--- src/rtl/tetris_pkg.sv ---
// rtl/tetris_pkg.sv - command codes, pend bit indices and scheduler state encoding
package tetris_pkg;

  typedef enum logic [2:0] {
    CMD_NONE   = 3'd0,
    CMD_LEFT   = 3'd1,
    CMD_RIGHT  = 3'd2,
    CMD_ROTATE = 3'd3,
    CMD_DROP   = 3'd4
  } cmd_e;

  localparam int PEND_LEFT  = 0;
  localparam int PEND_RIGHT = 1;
  localparam int PEND_ROT   = 2;
  localparam int PEND_DROP  = 3;

  typedef enum logic [1:0] {
    ST_IDLE  = 2'd0,
    ST_SCAN  = 2'd1,
    ST_ISSUE = 2'd2
  } state_e;

  // Priority ROTATE > LEFT > RIGHT > DROP.
  function automatic cmd_e pick_cmd(input logic [3:0] m);
    if (m[PEND_ROT])        return CMD_ROTATE;
    else if (m[PEND_LEFT])  return CMD_LEFT;
    else if (m[PEND_RIGHT]) return CMD_RIGHT;
    else if (m[PEND_DROP])  return CMD_DROP;
    else                    return CMD_NONE;
  endfunction

  function automatic logic [3:0] cmd_bit(input cmd_e c);
    unique case (c)
      CMD_LEFT:   return 4'b0001;
      CMD_RIGHT:  return 4'b0010;
      CMD_ROTATE: return 4'b0100;
      CMD_DROP:   return 4'b1000;
      default:    return 4'b0000;
    endcase
  endfunction

endpackage

--- src/rtl/tetris_step_sched_if.sv ---
// rtl/tetris_step_sched_if.sv - command handshake between scheduler and field engine
interface tetris_step_sched_if;
  logic       cmd_valid;
  logic [2:0] cmd_code;
  logic       cmd_ready;

  modport master (output cmd_valid, cmd_code, input cmd_ready);
  modport slave  (input cmd_valid, cmd_code, output cmd_ready);
endinterface

--- src/rtl/key_edge_sync.sv ---
// rtl/key_edge_sync.sv - 2-FF synchronizer with rising-edge pulses
module key_edge_sync #(
  parameter int W = 4
) (
  input  logic         clk,
  input  logic         rst_n,
  input  logic [W-1:0] din,
  output logic [W-1:0] level,
  output logic [W-1:0] rise
);
  logic [W-1:0] s1, s2, prev;

  // prev starts at 0 so a key held across reset release yields one edge.
  always_ff @(posedge clk) begin
    if (!rst_n) begin
      s1   <= '0;
      s2   <= '0;
      prev <= '0;
    end else begin
      s1   <= din;
      s2   <= s1;
      prev <= s2;
    end
  end

  assign level = s2;
  assign rise  = s2 & ~prev;
endmodule

--- src/rtl/tetris_step_sched.sv ---
// rtl/tetris_step_sched.sv - frame-synchronous key/gravity command scheduler
// One command window per frame boundary; commands leave over a valid/ready handshake.
module tetris_step_sched
  import tetris_pkg::*;
#(
  parameter int DROP_FRAMES      = 30,
  parameter int SOFT_DROP_FRAMES = 2,
  parameter int CNT_W            = 6
) (
  input  logic                  vga_clk,
  input  logic                  rst_n,
  input  logic                  draw_finish,
  input  logic [3:0]            op_keys,
  input  logic                  pause,
  tetris_step_sched_if.master   cmd,
  output logic                  frame_tick,
  output logic                  overrun
);
  logic [3:0] key_level, key_rise;
  logic       unused_keys;

  key_edge_sync #(.W(4)) u_key_edge_sync (
    .clk   (vga_clk),
    .rst_n (rst_n),
    .din   (op_keys),
    .level (key_level),
    .rise  (key_rise)
  );
  assign unused_keys = ^{key_level[2:0], key_rise[3]};

  logic df_q, boundary;
  assign boundary = draw_finish & ~df_q;

  logic [CNT_W-1:0] gcnt;
  logic [CNT_W:0]   gsum, period;
  logic             drop_fire;

  assign gsum      = {1'b0, gcnt} + (CNT_W+1)'(1);
  assign period    = key_level[PEND_DROP] ? (CNT_W+1)'(SOFT_DROP_FRAMES) : (CNT_W+1)'(DROP_FRAMES);
  assign drop_fire = boundary & ~pause & (gsum >= period);

  state_e     state, state_n;
  logic [3:0] pend, pend_n, mask, accept_bit;
  logic       valid_q, valid_n, accept;
  cmd_e       code_q, code_n;

  always_ff @(posedge vga_clk) begin
    if (!rst_n) state <= ST_IDLE;
    else        state <= state_n;
  end

  always_comb begin
    state_n = state;
    valid_n = valid_q;
    code_n  = code_q;
    accept  = 1'b0;
    unique case (state)
      ST_IDLE: begin
        if (boundary && !pause) state_n = ST_SCAN;
      end
      ST_SCAN: begin
        if (mask == '0) begin
          state_n = ST_IDLE;
        end else begin
          state_n = ST_ISSUE;
          valid_n = 1'b1;
          code_n  = pick_cmd(mask);
        end
      end
      ST_ISSUE: begin
        if (cmd.cmd_ready) begin
          accept  = 1'b1;
          state_n = ST_SCAN;
          valid_n = 1'b0;
          code_n  = CMD_NONE;
        end
      end
      default: state_n = ST_IDLE;
    endcase
  end

  // Key edges are OR-ed after the acceptance clear: a same-cycle press is a new event.
  always_comb begin
    accept_bit = accept ? cmd_bit(code_q) : 4'b0000;
    pend_n     = pend & ~accept_bit;
    if (!pause) pend_n[2:0] = pend_n[2:0] | key_rise[2:0];
    if (drop_fire) pend_n[PEND_DROP] = 1'b1;
  end

  always_ff @(posedge vga_clk) begin
    if (!rst_n) begin
      df_q       <= 1'b0;
      gcnt       <= '0;
      pend       <= '0;
      mask       <= '0;
      valid_q    <= 1'b0;
      code_q     <= CMD_NONE;
      frame_tick <= 1'b0;
      overrun    <= 1'b0;
    end else begin
      df_q       <= draw_finish;
      frame_tick <= boundary;
      pend       <= pend_n;
      valid_q    <= valid_n;
      code_q     <= code_n;
      if (boundary && !pause) gcnt <= drop_fire ? '0 : gsum[CNT_W-1:0];
      if (state == ST_IDLE && state_n == ST_SCAN) mask <= pend_n;
      else                                        mask <= mask & ~accept_bit;
      if (boundary && state != ST_IDLE) overrun <= 1'b1;
    end
  end

  assign cmd.cmd_valid = valid_q;
  assign cmd.cmd_code  = code_q;
endmodule

--- src/flat_wrapper.sv ---
// flat-port wrapper written by rule: the top's interface ports become plain ports
module tetris_step_sched_flat import tetris_pkg::*;
#(
  parameter int DROP_FRAMES      = 30,
  parameter int SOFT_DROP_FRAMES = 2,
  parameter int CNT_W            = 6
)
  (vga_clk, rst_n, draw_finish, op_keys, pause, frame_tick, overrun, cmd_cmd_valid, cmd_cmd_code, cmd_cmd_ready);
  tetris_step_sched_if cmd_i ();
  input  logic vga_clk;
  input  logic rst_n;
  input  logic draw_finish;
  input  logic [3:0] op_keys;
  input  logic pause;
  output logic frame_tick;
  output logic overrun;
  output wire logic [$bits(cmd_i.cmd_valid)-1:0] cmd_cmd_valid;
  output wire logic [$bits(cmd_i.cmd_code)-1:0] cmd_cmd_code;
  input wire logic [$bits(cmd_i.cmd_ready)-1:0] cmd_cmd_ready;
  assign cmd_cmd_valid = cmd_i.cmd_valid;
  assign cmd_cmd_code = cmd_i.cmd_code;
  assign cmd_i.cmd_ready = cmd_cmd_ready;
  tetris_step_sched #(.DROP_FRAMES(DROP_FRAMES), .SOFT_DROP_FRAMES(SOFT_DROP_FRAMES), .CNT_W(CNT_W)) u_core (.vga_clk(vga_clk), .rst_n(rst_n), .draw_finish(draw_finish), .op_keys(op_keys), .pause(pause), .cmd(cmd_i), .frame_tick(frame_tick), .overrun(overrun));
endmodule
--- config.mk ---
export PLATFORM = sky130hd
export DESIGN_NAME = tetris_step_sched_flat
export DESIGN_NICKNAME = d
export VERILOG_FILES = /design/src/rtl/tetris_pkg.sv /design/src/rtl/tetris_step_sched_if.sv /design/src/rtl/key_edge_sync.sv /design/src/rtl/tetris_step_sched.sv /design/src/flat_wrapper.sv
export SDC_FILE = /design/constraint.sdc
export NUM_CORES = 1
export LEC_CHECK = 0
export BUFFER_PORTS_ARGS = -buffer_cell sky130_fd_sc_hd__buf_2
export CAP_MARGIN = 25
export CORE_ASPECT_RATIO = 0.8
export CORE_MARGIN = 8
export CORE_UTILIZATION = 50
export DETAILED_ROUTE_END_ITERATION = 7
export PLACE_DENSITY = 0.73
export SYNTH_ARGS = -nofsm -noshare
export SYNTH_HDL_FRONTEND = slang
export SYNTH_SLANG_ARGS = --single-unit
--- constraint.sdc ---
create_clock -name vga_clk -period 5.2 [get_ports vga_clk]
set_input_delay 0.26 -clock vga_clk [delete_from_list [all_inputs] [get_ports vga_clk]]
set_output_delay 0.26 -clock vga_clk [all_outputs]
set_load 0.1 [all_outputs]
# After elaboration in Yosys (flattened, before gate mapping)

Cells that the tools add are included.

Flip-flop bits (word level): 34
Input port bits: 9
Output and inout port bits: 6
Word-level logic and storage cells: 66

Add/subtract/negate cells: 1
Order comparisons: 1
Equal/unequal tests: 9
Multiplexer cells: 23
Bitwise gates (word level): 11
Reductions and logical operators: 9

Operators with widths:

| kind                | number |
|---|---|
| $mux 3              | 7 |
| $pmux 4 s4          | 1 |
| $and 4x4->4         | 2 |
| $mux 4              | 2 |
| $add 6x1->7 const B | 1 |
| $ge 7x7->1          | 1 |
| $eq 3x2->1 const B  | 2 |
| $mux 2              | 3 |
| $mux 6              | 1 |
| $pmux 2 s3          | 1 |
| $pmux 3 s2          | 1 |
| $mux 1              | 5 |
| $mux 5              | 1 |
| $eq 2x1->1 const B  | 2 |
| $logic_not 4->1     | 1 |
| $ne 2x2->1 const B  | 2 |
| $not 4->4           | 1 |
| $reduce_bool 2->1   | 2 |
| $and 1x1->1         | 3 |
| $and 3x3->3         | 1 |
| $eq 3x1->1 const B  | 1 |
| $eq 3x3->1 const B  | 1 |
| $logic_and 1x1->1   | 3 |
| $not 3->3           | 1 |
| 7 further kinds     | 8 |

# Depth between registers and ports, before layout

Depth after elaboration: 8
Mapped depth: 8
Gate-level depth less buffers: 8

# By module

Synthesis repeated with hierarchy kept, for this count alone.

Cell total of the unflattened synthesis: 157
Area, all modules: 1,524.0 sq um

Modules (own cells, without submodules):

| module            | instances | cells an instance | area each (sq um) | sequential area each (sq um) |
|---|---|---|---|---|
| tetris_step_sched | 1         | 128               | 1,162.4           | 460.4 |
| key_edge_sync     | 1         | 29                | 361.6             | 240.2 |

# Worst setup path after synthesis

Ideal clock, no wire load.

Path kind: register to register
From: register u_core.gcnt[0]
To: register u_core.gcnt[1]
Library setup time: 75 ps
Data arrival time: 1,948 ps
Required time: 5,125 ps
Setup slack: 3,177 ps
Stages on the path, launching flop included: 9
Path buffers: 0
Period minus slack after synthesis: 2,023 ps
Cells stage by stage: dfxtp_1 ha_1 nand3_1 xnor2_1 ha_1 a211oi_1 mux2i_2 or3_1 o22ai_1

Word-level cells in the longest chain between the ends: 4

Ends and longest elaborated chain:

| item                     | RTL line                 | RTL |
|---|---|---|
| start: declaration       | tetris_step_sched.sv:34  | `logic [CNT_W-1:0] gcnt;` |
| start signal: assignment | tetris_step_sched.sv:106 | `if (boundary && !pause) gcnt <= drop_fire ? '0 : gsum[CNT_W-1:0];` |
| $add 6x1->7 *            | tetris_step_sched.sv:38  | `assign gsum = {1'b0, gcnt} + (CNT_W+1)'(1);` |
| $ge 7x7->1               | tetris_step_sched.sv:40  | `assign drop_fire = boundary & ~pause & (gsum >= period);` |
| $and 1x1->1              | tetris_step_sched.sv:40  |  |
| $mux 6 *                 | tetris_step_sched.sv:106 |  |

Mark *: on every way between the ends. The rest lies on a longest branch, timed or not.
A chain may end at the register's enable or synchronous reset.

# Final worst setup path

From: register u_core.gcnt[0]
To: register u_core.gcnt[2]

Same word-level chain as after synthesis.

==> impl_results.md <==
- Rel. slew slack: 61.8%
- Power Density: 291 nW/µm²
- Fin crit share: 43.7%
- Share of cells above drive strength 1: 19.4%
- Clock Skews: 6.40 ps
- Clock sink count: 34
- Critical-path maximum fanout: 6
- Syn nets: 155
- # Max-Cap Violations: 0
- Via count: 1049
- Synthesized area: 1370 µm²
- Clock tree buffer depth: 2
- Row count: 17
- Global route overflow: 0
- Post-DP HPWL: 1830 µm
- Multi-input gate area: 662 µm²
- Vias in the first global route: 966
- Leak Pwr: 0.647 nW
- Crit path required time: 5470 ps
- Setup violators final: 0
- Die Height: 62.9 µm
- Xor-xnor portion of the synthesized cell area: 1.91%
- Post-layout min period: 2270 ps
- Fin worst setup slack: 2930 ps
- TNS Setup: 0 ps
- Final wirelength: 2430 µm
- Final ANT Viol Nets: 0
- Synth top cells by count: 34 x dfxtp_1, 12 x and2_1, 11 x a21oi_1, 11 x nor2_1, 9 x nand3_1
- Worst-Margin Slew: 566 ps
- Core area: 2680 µm²
- Wirelength per Cell: 12.3 µm
- # diodes: 0
- Starting Density: 51.2%
- Slew Viols, Final: 0
- CTS tree: yes
- Layout net count: 173
- Fmax: 440 MHz
- Initial antenna violation count: 0
- Status: finished clean
- Postcts setup bufs: 0
- Port Buffers: 14
- Sequential cell area: 681 µm²
- RSZ-0062 raised after global routing: no
- Num CTS Buffers: 5
- Seq/Total Area, Yosys: 49.6%
- Synth Area in Simple Gates: 26.9%
- Synth Warn #: 0
- Critical path class: flop to flop
- Post-synthesis mux area share: 1.00%
- Gr usage total: 11.2%
- Pre-CTS setup slack: 2970 ps
- Root buffer cell: clkbuf_4
- 1st-iter DRT viols: 61
- Worst Setup Start Kind: flop
- Pin count of the biggest net entering global routing: 19
- Most frequent cell after synthesis: dfxtp_1
- IO Pins: 15
- Peak supply drop: 181 µV
- Arrival @ worst endpoint: 2540 ps
- Fin. Hold Viols: 0
- Fraction of registers with async set/reset: 0%
- Synth top area share: 49.6%
- Synth Area in Adders: 4.56%
- Die Area: 4690 µm²
- CTS Hold Bufs: 0
- Area growth, synth to finish: 12.1%
- Clock slew at reported path FFs: 100 ps
- Die X: 74.6 µm
- Prevailing post-synth register cell: dfxtp_1
- Flops & latches, synth: 34
- Synth area leaders: dfxtp_1 50%, and2_1 5.5%, ha_1 4.6%, a21oi_1 4.0%, nand3_1 3.3%
- Vias per inst: 5.30
- Largest area contributor in the netlist: dfxtp_1
- Fill count: 255
- Remaining DRCs: 0
- Skew-Pair Late Insertion Delay: 330 ps
- DRT Pass-1 Iters: 4
- Yosys cell types: 39
- Largest family of logic cells by synthesized area: simple AND/OR/NAND/NOR gates
- Compound-Gate Fraction of Synth Area: 13.9%
- Post-synth EDFFs: 0
- Post-cts sizing count: 0
- CP endpoint kind: flop
- Final Wtd Congestion: 0.853
- H-tree depth: 2
- Instance count of the mapped netlist: 141
- Avg Synthesized Cell Area: 9.73 µm²
- HP Class: primary input to flop
- First-pass GRT wire length: 4090 µm
## worst paths after layout
| path | startpoint | end | depth (start not counted) | slack (ps) |
|---|---|---|---|---|
| worst max-delay path | u_core.gcnt[0] | u_core.gcnt[2] | 8 | 2930 |
| worst min-delay path | op_keys[0] | u_core.u_key_edge_sync.s1[0] | 2 | 130 |
| worst max register to register | u_core.gcnt[0] | u_core.gcnt[2] | 8 | 2930 |
| worst min register to register | u_core.u_key_edge_sync.s1[0] | u_core.u_key_edge_sync.level[0] | 1 | 440 |
## final cells by class
cell class / instances / share of cell area [%]
clock buffers: 7 / 3.58
repair buffers: 14 / 4.55
multi-input cells: 99 / 43.0
clock inverters: 1 / 0.325
flip-flops and latches: 34 / 44.2
well taps: 38 / 3.09
inverters: 5 / 1.22
## per-layer routing
metal | track usage [%] | share of wire (%) | vias up | wire length (µm)
met5 | 0 | 0 | - | 0
met4 | 6.59 | 2.3 | 0 | 57
met3 | 4.65 | 5.4 | 8 | 130
met2 | 15.5 | 42 | 18 | 1030
met1 | 13.8 | 50 | 485 | 1210
li1 | - | - | 538 | -
## where the power goes
group / internal, W / total, W / switching [W]
Clock: 0.0000655 / 0.000149 / 0.0000835
Combinational: 0.00000997 / 0.0000280 / 0.0000181
Sequential: 0.000267 / 0.000271 / 0.00000393
## cells in the final DEF, fill, tap and decap left out, drive strengths merged
master,count
nor4b,1
nand3,10
o21ai,8
o21a,1
a21oi,11
xor2,1
and2,12
and4bb,1
nand4b,1
inv,5
nand3b,2
xnor2,2
nor3,3
mux2i,1
a21o,1
or3,1
and2b,1
o41ai,2
buf,14
o22ai,1
nor3b,5
o211ai,1
nand4,1
nand2,5
clkinv,1
o21bai,1
and3,1
ha,5
nor2,11
nor2b,3
or3b,2
a22o,3
a211oi,1
clkbuf,7
dfxtp,34
## state kept, by name, indices dropped and copies added, names as in the netlist
| register | flops |
|---|---|
| u_core.gcnt | 6 |
| u_core.mask | 4 |
| u_core.pend | 4 |
| u_core.u_key_edge_sync.level | 4 |
| u_core.u_key_edge_sync.s1 | 4 |
| u_core.cmd.cmd_code | 3 |
| u_core.u_key_edge_sync.prev | 3 |
| u_core.state | 2 |
| u_core.cmd.cmd_valid | 1 |
| u_core.df_q | 1 |
| u_core.frame_tick | 1 |
| u_core.overrun | 1 |
## through the flow
step	hold slack (ps)	instance area, µm²	cells	total power [W]	util, %
global route	120	1540	198	0.000468	57.4
finish	131	1540	198	0.000448	57.4
floorplan	382	1370	141	0.000297	-
CTS	117	1540	198	0.000454	57.4
detailed placement	425	1480	190	0.000305	55.2
global placement	417	1480	190	0.000304	55.2
## kinds of logic after synthesis
family,Yosys count
buffers and inverters,8
AOI/OAI and AO/OA,30
adders and majority gates,5
xor gates and xnor gates,3
DFF,34
and+or+nand+nor,60
muxes,1
## critical path, stage by stage (launching register included)
cell	delay [ps]
dfxtp_1	440
ha_1	280
nand3_1	110
xnor2_1	160
ha_1	200
a211oi_1	290
mux2i_2	150
o41ai_1	400
a22o_1	190
(Power assumes the default switching activity.)
